File: config.mk
export PLATFORM = sky130hd
export DESIGN_NAME = inst_fetch_buffer
export DESIGN_NICKNAME = d
export VERILOG_FILES = /design/src/rtl/inst_fetch_buffer.sv
export SDC_FILE = /design/constraint.sdc
export NUM_CORES = 1
export LEC_CHECK = 0
export BUFFER_PORTS_ARGS = -buffer_cell sky130_fd_sc_hd__buf_4
export CAP_MARGIN = 20
export CORE_UTILIZATION = 40
export CTS_BUF_LIST = sky130_fd_sc_hd__clkbuf_8
export DETAILED_ROUTE_END_ITERATION = 10
export PLACE_DENSITY = 0.66
export SLEW_MARGIN = 20
export SYNTH_ARGS = -nofsm -noshare
export SYNTH_HDL_FRONTEND = slang
export SYNTH_SLANG_ARGS = --single-unit
File: constraint.sdc
create_clock -name clk -period 25 [get_ports clk]
set_clock_uncertainty 0.2 [all_clocks]
set_input_delay 1.25 -clock clk [delete_from_list [all_inputs] [get_ports clk]]
set_output_delay 1.25 -clock clk [all_outputs]
set_load 0.05 [all_outputs]
File: src/rtl/inst_fetch_buffer.sv
// Instruction fetch buffer: first-word fall-through FIFO of {pc, inst, adef} between fetch and decode.
// Optional macro PREDECODE_EN adds direct B/BL pre-decode with a one-cycle fetch redirect.
module inst_fetch_buffer #(
  parameter int DEPTH = 8,
  parameter int PTR_W = $clog2(DEPTH)
) (
  input  logic             clk,
  input  logic             rst,
  input  logic             flush,
  input  logic             in_valid,
  output logic             in_ready,
  input  logic [31:0]      in_pc,
  input  logic [31:0]      in_inst,
  input  logic             in_adef,
  output logic             out_valid,
  input  logic             out_ready,
  output logic [31:0]      out_pc,
  output logic [31:0]      out_inst,
  output logic             out_adef,
  output logic [PTR_W:0]   count,
  output logic             pd_redirect,
  output logic [31:0]      pd_target
);

  typedef struct packed {
    logic [31:0] pc;
    logic [31:0] inst;
    logic        adef;
  } entry_t;

  localparam logic [31:0]    NOP_INST = 32'h0340_0000;
  localparam logic [PTR_W:0] PTR_ONE  = (PTR_W + 1)'(1);

  entry_t         mem [DEPTH];
  entry_t         head;
  logic [PTR_W:0] wr_ptr_q, wr_ptr_d;
  logic [PTR_W:0] rd_ptr_q, rd_ptr_d;
  logic [PTR_W:0] count_q, count_d;
  logic           empty, full, push, pop;
  logic           redirect_block;

  assign empty     = (wr_ptr_q == rd_ptr_q);
  assign full      = (wr_ptr_q[PTR_W-1:0] == rd_ptr_q[PTR_W-1:0]) &&
                     (wr_ptr_q[PTR_W] != rd_ptr_q[PTR_W]);
  assign in_ready  = !full && !redirect_block;
  assign out_valid = !empty;
  assign push      = in_valid && in_ready;
  assign pop       = out_valid && out_ready;
  assign count     = count_q;

  // Head is gated so the decoder sees a harmless nop rather than stale storage.
  assign head     = mem[rd_ptr_q[PTR_W-1:0]];
  assign out_pc   = out_valid ? head.pc   : 32'h0;
  assign out_inst = out_valid ? head.inst : NOP_INST;
  assign out_adef = out_valid && head.adef;

  always_comb begin
    // NOTE: every output of this block gets a default first so no path leaves it unassigned (no latch).
    wr_ptr_d = wr_ptr_q;
    rd_ptr_d = rd_ptr_q;
    count_d  = count_q;
    if (flush) begin
      wr_ptr_d = '0;
      rd_ptr_d = '0;
      count_d  = '0;
    end else begin
      if (push) wr_ptr_d = wr_ptr_q + PTR_ONE;
      if (pop)  rd_ptr_d = rd_ptr_q + PTR_ONE;
      case ({push, pop})
        2'b10:   count_d = count_q + PTR_ONE;
        2'b01:   count_d = count_q - PTR_ONE;
        default: count_d = count_q;
      endcase
    end
  end

  always_ff @(posedge clk) begin
    // NOTE: state registers use non-blocking assignments so all flops update from pre-edge values.
    if (rst) begin
      wr_ptr_q <= '0;
      rd_ptr_q <= '0;
      count_q  <= '0;
    end else begin
      wr_ptr_q <= wr_ptr_d;
      rd_ptr_q <= rd_ptr_d;
      count_q  <= count_d;
    end
  end

  // NOTE: storage has no reset; pointers alone define which entries are meaningful.
  always_ff @(posedge clk) begin
    if (push && !flush) begin
      mem[wr_ptr_q[PTR_W-1:0]] <= '{pc: in_pc, inst: in_inst, adef: in_adef};
    end
  end

`ifdef PREDECODE_EN
  logic        pd_redirect_q, pd_redirect_d;
  logic [31:0] pd_target_q, pd_target_d;
  logic [25:0] br_off;
  logic        is_direct_br;

  always_comb begin
    br_off        = {in_inst[9:0], in_inst[25:10]};
    is_direct_br  = ((in_inst[31:26] == 6'b010100) || (in_inst[31:26] == 6'b010101)) && !in_adef;
    pd_redirect_d = push && is_direct_br && !flush;
    pd_target_d   = pd_target_q;
    if (pd_redirect_d) pd_target_d = in_pc + {{4{br_off[25]}}, br_off, 2'b00};
  end

  always_ff @(posedge clk) begin
    if (rst) begin
      pd_redirect_q <= 1'b0;
      pd_target_q   <= 32'h0;
    end else begin
      pd_redirect_q <= pd_redirect_d;
      pd_target_q   <= pd_target_d;
    end
  end

  // The word arriving during the redirect cycle is on the wrong path, so it is refused.
  assign redirect_block = pd_redirect_q;
  assign pd_redirect    = pd_redirect_q;
  assign pd_target      = pd_target_q;
`else
  assign redirect_block = 1'b0;
  assign pd_redirect    = 1'b0;
  assign pd_target      = 32'h0;
`endif

endmodule
-- Word level (Yosys, flattened, before mapping)
Memory sizes are Yosys's and may differ from the RTL's. A register that Yosys moved wholly into a read port is not among the register bits.
Index checks and enable logic that the tools add are counted.
- memories kept: 1
- logic and storage cells: 30
- RAM bits: 520
- register bits: 12
- output and inout port bits: 104
- memory list (memory ; depth ; width ; read ports ; clocked after memory_dff ; wr ports ; RTL line ; text):
    mem ; 8 ; 65 ; 1 ; 1 ; 1 ; 34 ; entry_t mem [DEPTH];
- mux-type cells: 7
- add/sub/neg operators: 4
- reductions and logical operators: 10
- equal/unequal tests: 5
- operators by type and width (kind ; count):
    two-way mux 32 bit ; 2
    adder 4 x 1 -> 4 bit, second input constant ; 3
    case mux 4 bit (2 select lines) ; 1
    two-way mux 3 bit ; 2
    logical AND 1 bit ; 5
    equality test 4 bit ; 1
    subtractor 4 x 1 -> 4 bit, second input constant ; 1
    equality test 3 bit ; 1
    logical NOT 1 bit ; 3
    equality test 2 x 1 -> 1 bit, second input constant ; 1
    equality test 2 bit, second input constant ; 1
    two-way mux 1 bit ; 2
    nonzero test 2 bit ; 1
    OR reduction 2 bit ; 1
    inequality test 1 bit ; 1

-- Longest topological paths before layout
- depth in word-level cells: 7
- depth in mapped cells: 11

-- Least setup slack after synthesis
OpenSTA, ideal clock, no wires.
- path type: in2reg
- start: in flush
- end: mem mem[0][0] in the netlist's numbering (enable)
- required time: 24128 ps
- stages on the path: 3
- arrival: 8274 ps
- path slack: 15854 ps
- path through: nand2b_1 nor2_1 nor4b_1
- word-level cells in the longest chain between the ends: 4
- ends and longest elaborated chain (what ; RTL line ; text):
    from (decl) ; 9 ; input logic flush,
    logical NOT 1 bit ; 92 ; if (push && !flush) begin
    logical AND 1 bit ; 92 ;
    two-way mux 1 bit ; 92 ;
    two-way mux 1 bit (implied by the code) ; 93 ; mem[wr_ptr_q[PTR_W-1:0]] <= '{pc: in_pc, inst: in_inst, adef: in_adef};
    to (decl) ; 34 ;
No other way between the ends.

==> flow_summary_export.csv <==
group,metric,value,unit
cts,ctsLongestPathBuffers,3,
worst_hold_path,holdCritPathClass,"flip-flop to flip-flop",
sta,worst_pin_slew,1.026,ns
sta,drv_slew,0,
synthesis,ys_types,40,
critical_path,rrSetupSlack,21.87,ns
die,rows,83,
critical_path,end_kind,"output port",
critical_path,cp_slowest_cell,"buf_4",
routing,drt-vias-per-instance,5.112,
power,p_leak,7.713,nW
synthesis,netlist.area_leader.share,74.82,%
power,power-per-cell-area,73.14,nW/um^2
sta,setup_violations,0,
worst_hold_path,worstHoldStart,"count[3]",
place,dpl.hpwl,22.30,mm
synthesis,synth-seq-cells,535,
critical_path,cpMostUsedCell,"buf_4",
cts,cts_hold_buffers,0,
sta,finalSetupTns,0,ns
grt,grt_pass1_vias,10450,
sta,slew_headroom,31.63,%
power,vdd_drop_max,0.00003541,V
grt,track_usage,16.34,%
synthesis,synth_area_leaders,"edfxtp_1 75%, mux4_2 14%, mux2i_1 3.2%, buf_4 1.5%, dfxtp_1 1.4%",
cts,cts_made_buffers,84,
cts,cts_tree,"yes",
layout,layout-drive-gt1-share,34.53,%
status,status,"finished, final reports clean",
die,floorplan.initialDensity,40.60,%
layout,fillers,4290,
cts,cts_root_buf,"clkbuf_8",
sta,hold_viol,0,
routing,drt_iter0_drc,571,
die,core_area,51410,sq um
synthesis,yosys_warnings,0,
grt,antenna_found_initial,4,
worst_hold_path,min_path_cells,2,
place,routabilityCongestion,0.6969,
critical_path,cp_top_family,"buffers and inverters",
routing,vias,9754,
die,dieArea,53100,sq um
place,dp_slack,19.50,ns
critical_path,path_cells,"buf_4, buf_4, mux4_2, mux2i_1, nor2_1, buf_4",
routing,wl_per_cell,22.16,microns
job,drv_cap,0,
critical_path,cp_num_buf_inv,3,
cts,clkSinkCount,535,
cts,insertion_delay,0.63,ns
place,numPortBuffers,140,
sta,max_freq,185.2,MHz
layout,final_nets,1238,
grt,grt-ovfl-total,0,
sta,period_share,21.60,%
sta,timing.final.ws_setup,19.60,ns
critical_path,regToRegStartpoint,"wr_ptr_q[2]",
critical_path,critPathKind,"flip-flop to output port",
routing,finalWirelength,42.29,mm
routing,ant_nets,0,
synthesis,syn_area,20870,sq um
synthesis,synth_area_per_cell,21.70,sq um
synthesis,synthTopCellsByCount,"520 x edfxtp_1, 130 x mux4_2, 74 x nor2_1",
synthesis,synth_cells,962,
die,chipWidth,230.4,microns
synthesis,synthFlopType,"edfxtp_1",
synthesis,yosysSeqAreaShare,76.25,%
critical_path,rr_worst_depth,5,
layout,area_growth,15.93,%
cts,ctsResizeCount,0,
synthesis,synth_edf_count,520,
cts,htreeDepth,3,
die,die_h,230.4,microns
layout,num_antenna_cells,0,
synthesis,synth_top_area_cell,"edfxtp_1",
critical_path,critPathRequiredTime,23.55,ns
cts,clk_pin_slew_worst_paths,0.06,ns
critical_path,cp_slowest_stage_delay,0.82,ns
critical_path,start_kind,"flip-flop",
cts,post-cts-setup-buffers,0,
critical_path,arrival,3.95,ns
critical_path,regToRegEndpoint,"mem[1][45]",
critical_path,worstPathMaxFanout,45,
sta,grt_setup_unrepaired,"no",
grt,grt_pass1_wl,63.83,mm
grt,grt_max_degree,68,
synthesis,synth_most_common_cell,"edfxtp_1",
synthesis,ys_async_sr_fraction,0,%
routing,dr.pass1.iters,5,
die,io_pins,174,
worst_hold_path,holdPathEnd,"count[3]",
sta,fin_crit,5.401,ns
routing,drcViolationCount,0,
-- how the worst max path moves through the flow --
stage                         start            to  slack, ns  cells past startpoint
after floorplan               flush     mem[0][0]      15.85                      3
after global placement    flip-flop   out_inst[9]      19.54                      6
after detailed placement  flip-flop  out_inst[15]      19.50                      6
after CTS                 flip-flop  out_inst[15]      18.78                      6
after global routing      flip-flop  out_inst[17]      19.18                      6
final                     flip-flop  out_inst[15]      19.60                      6
-- tightest hold or removal path: stages, from the launching register on --
cell and delay [ns]:
dfxtp_1 0.32, nand2_1 0.06, o31ai_1 0.06
-- where the power goes --
group | switching, mW | internal (mW)
clock network | 0.332 | 0.350
logic | 0.0648 | 0.0293
registers | 0.00253 | 0.991
total | 0.399 | 1.37
-- metal layers --
metal | track usage, % | routed length [microns]
met1 | 21.04 | 17990
met2 | 27.16 | 21010
met3 | 4.113 | 2503
met4 | 5.236 | 733
met5 | 0 | 53
-- layout by cell type (no fill, tap or decap), types with 3 or more instances in the layout --
cell type	count
a21oi_1	6
buf_4	162
bufinv_16	3
clkbuf_8	85
clkinv_1	29
clkinv_2	15
clkinvlp_4	5
conb_1	33
dfxtp_1	12
dfxtp_4	3
edfxtp_1	520
ha_1	5
inv_1	19
mux2i_1	66
mux4_2	130
nand2_1	11
nand2b_1	3
nand3_1	4
nor2_1	73
nor3_2	4
nor4_2	4
o21ai_0	4
or3_1	4
xor2_1	4
xor2_4	3
-- sequential cells by signal (all words and copies together) (netlist names), named ones only --
signal    cells
wr_ptr_q      4
rd_ptr_q      4
mem         520
count         4
-- area by class of cell --
type                            instances  area (sq um)  share of cell area, %
Multi-Input combinational cell        371          4602                  19.02
Clock buffer                           85          1170                  4.835
Inverter                                7         26.28                 0.1086
Tap cell                              680         850.8                  3.516
Clock inverter                         67         377.9                  1.562
Timing Repair Buffer                  163          1244                  5.140
Sequential cell                       535         15930                  65.82
-- kinds of logic (layout without fill, tap and decap cells) --
| group | after synthesis | count (layout) | share of synthesized area, % |
|---|---|---|---|
| adders and majority gates | 6 | 6 | 0.3957 |
| muxes | 196 | 196 | 17.19 |
| and+or+nand+nor | 111 | 111 | 2.386 |
| other | 1 | 33 | 0.01797 |
| xor gates and xnor gates | 8 | 8 | 0.6055 |
| DFF | 535 | 535 | 76.25 |
| AOI/OAI and AO/OA | 17 | 17 | 0.6175 |
| buffers and inverters | 88 | 322 | 2.530 |
-- metrics by stage --
stage | power [mW] | std cells | area [sq um] | util, % | hold WS (ns)
finish | 1.770 | 1908 | 24200 | 47.07 | 0.2803
global route | 1.833 | 1908 | 24200 | 47.07 | 0.3351
CTS | 1.794 | 1907 | 24170 | 47.02 | 0.2796
detailed placement | 1.108 | 1755 | 22620 | 44.01 | 0.2712
global placement | 1.106 | 1755 | 22620 | 44.01 | 0.2609
floorplan | 1.077 | 994 | 20990 | - | 0.3104
No activity file was read; power rests on OpenSTA's default activity.
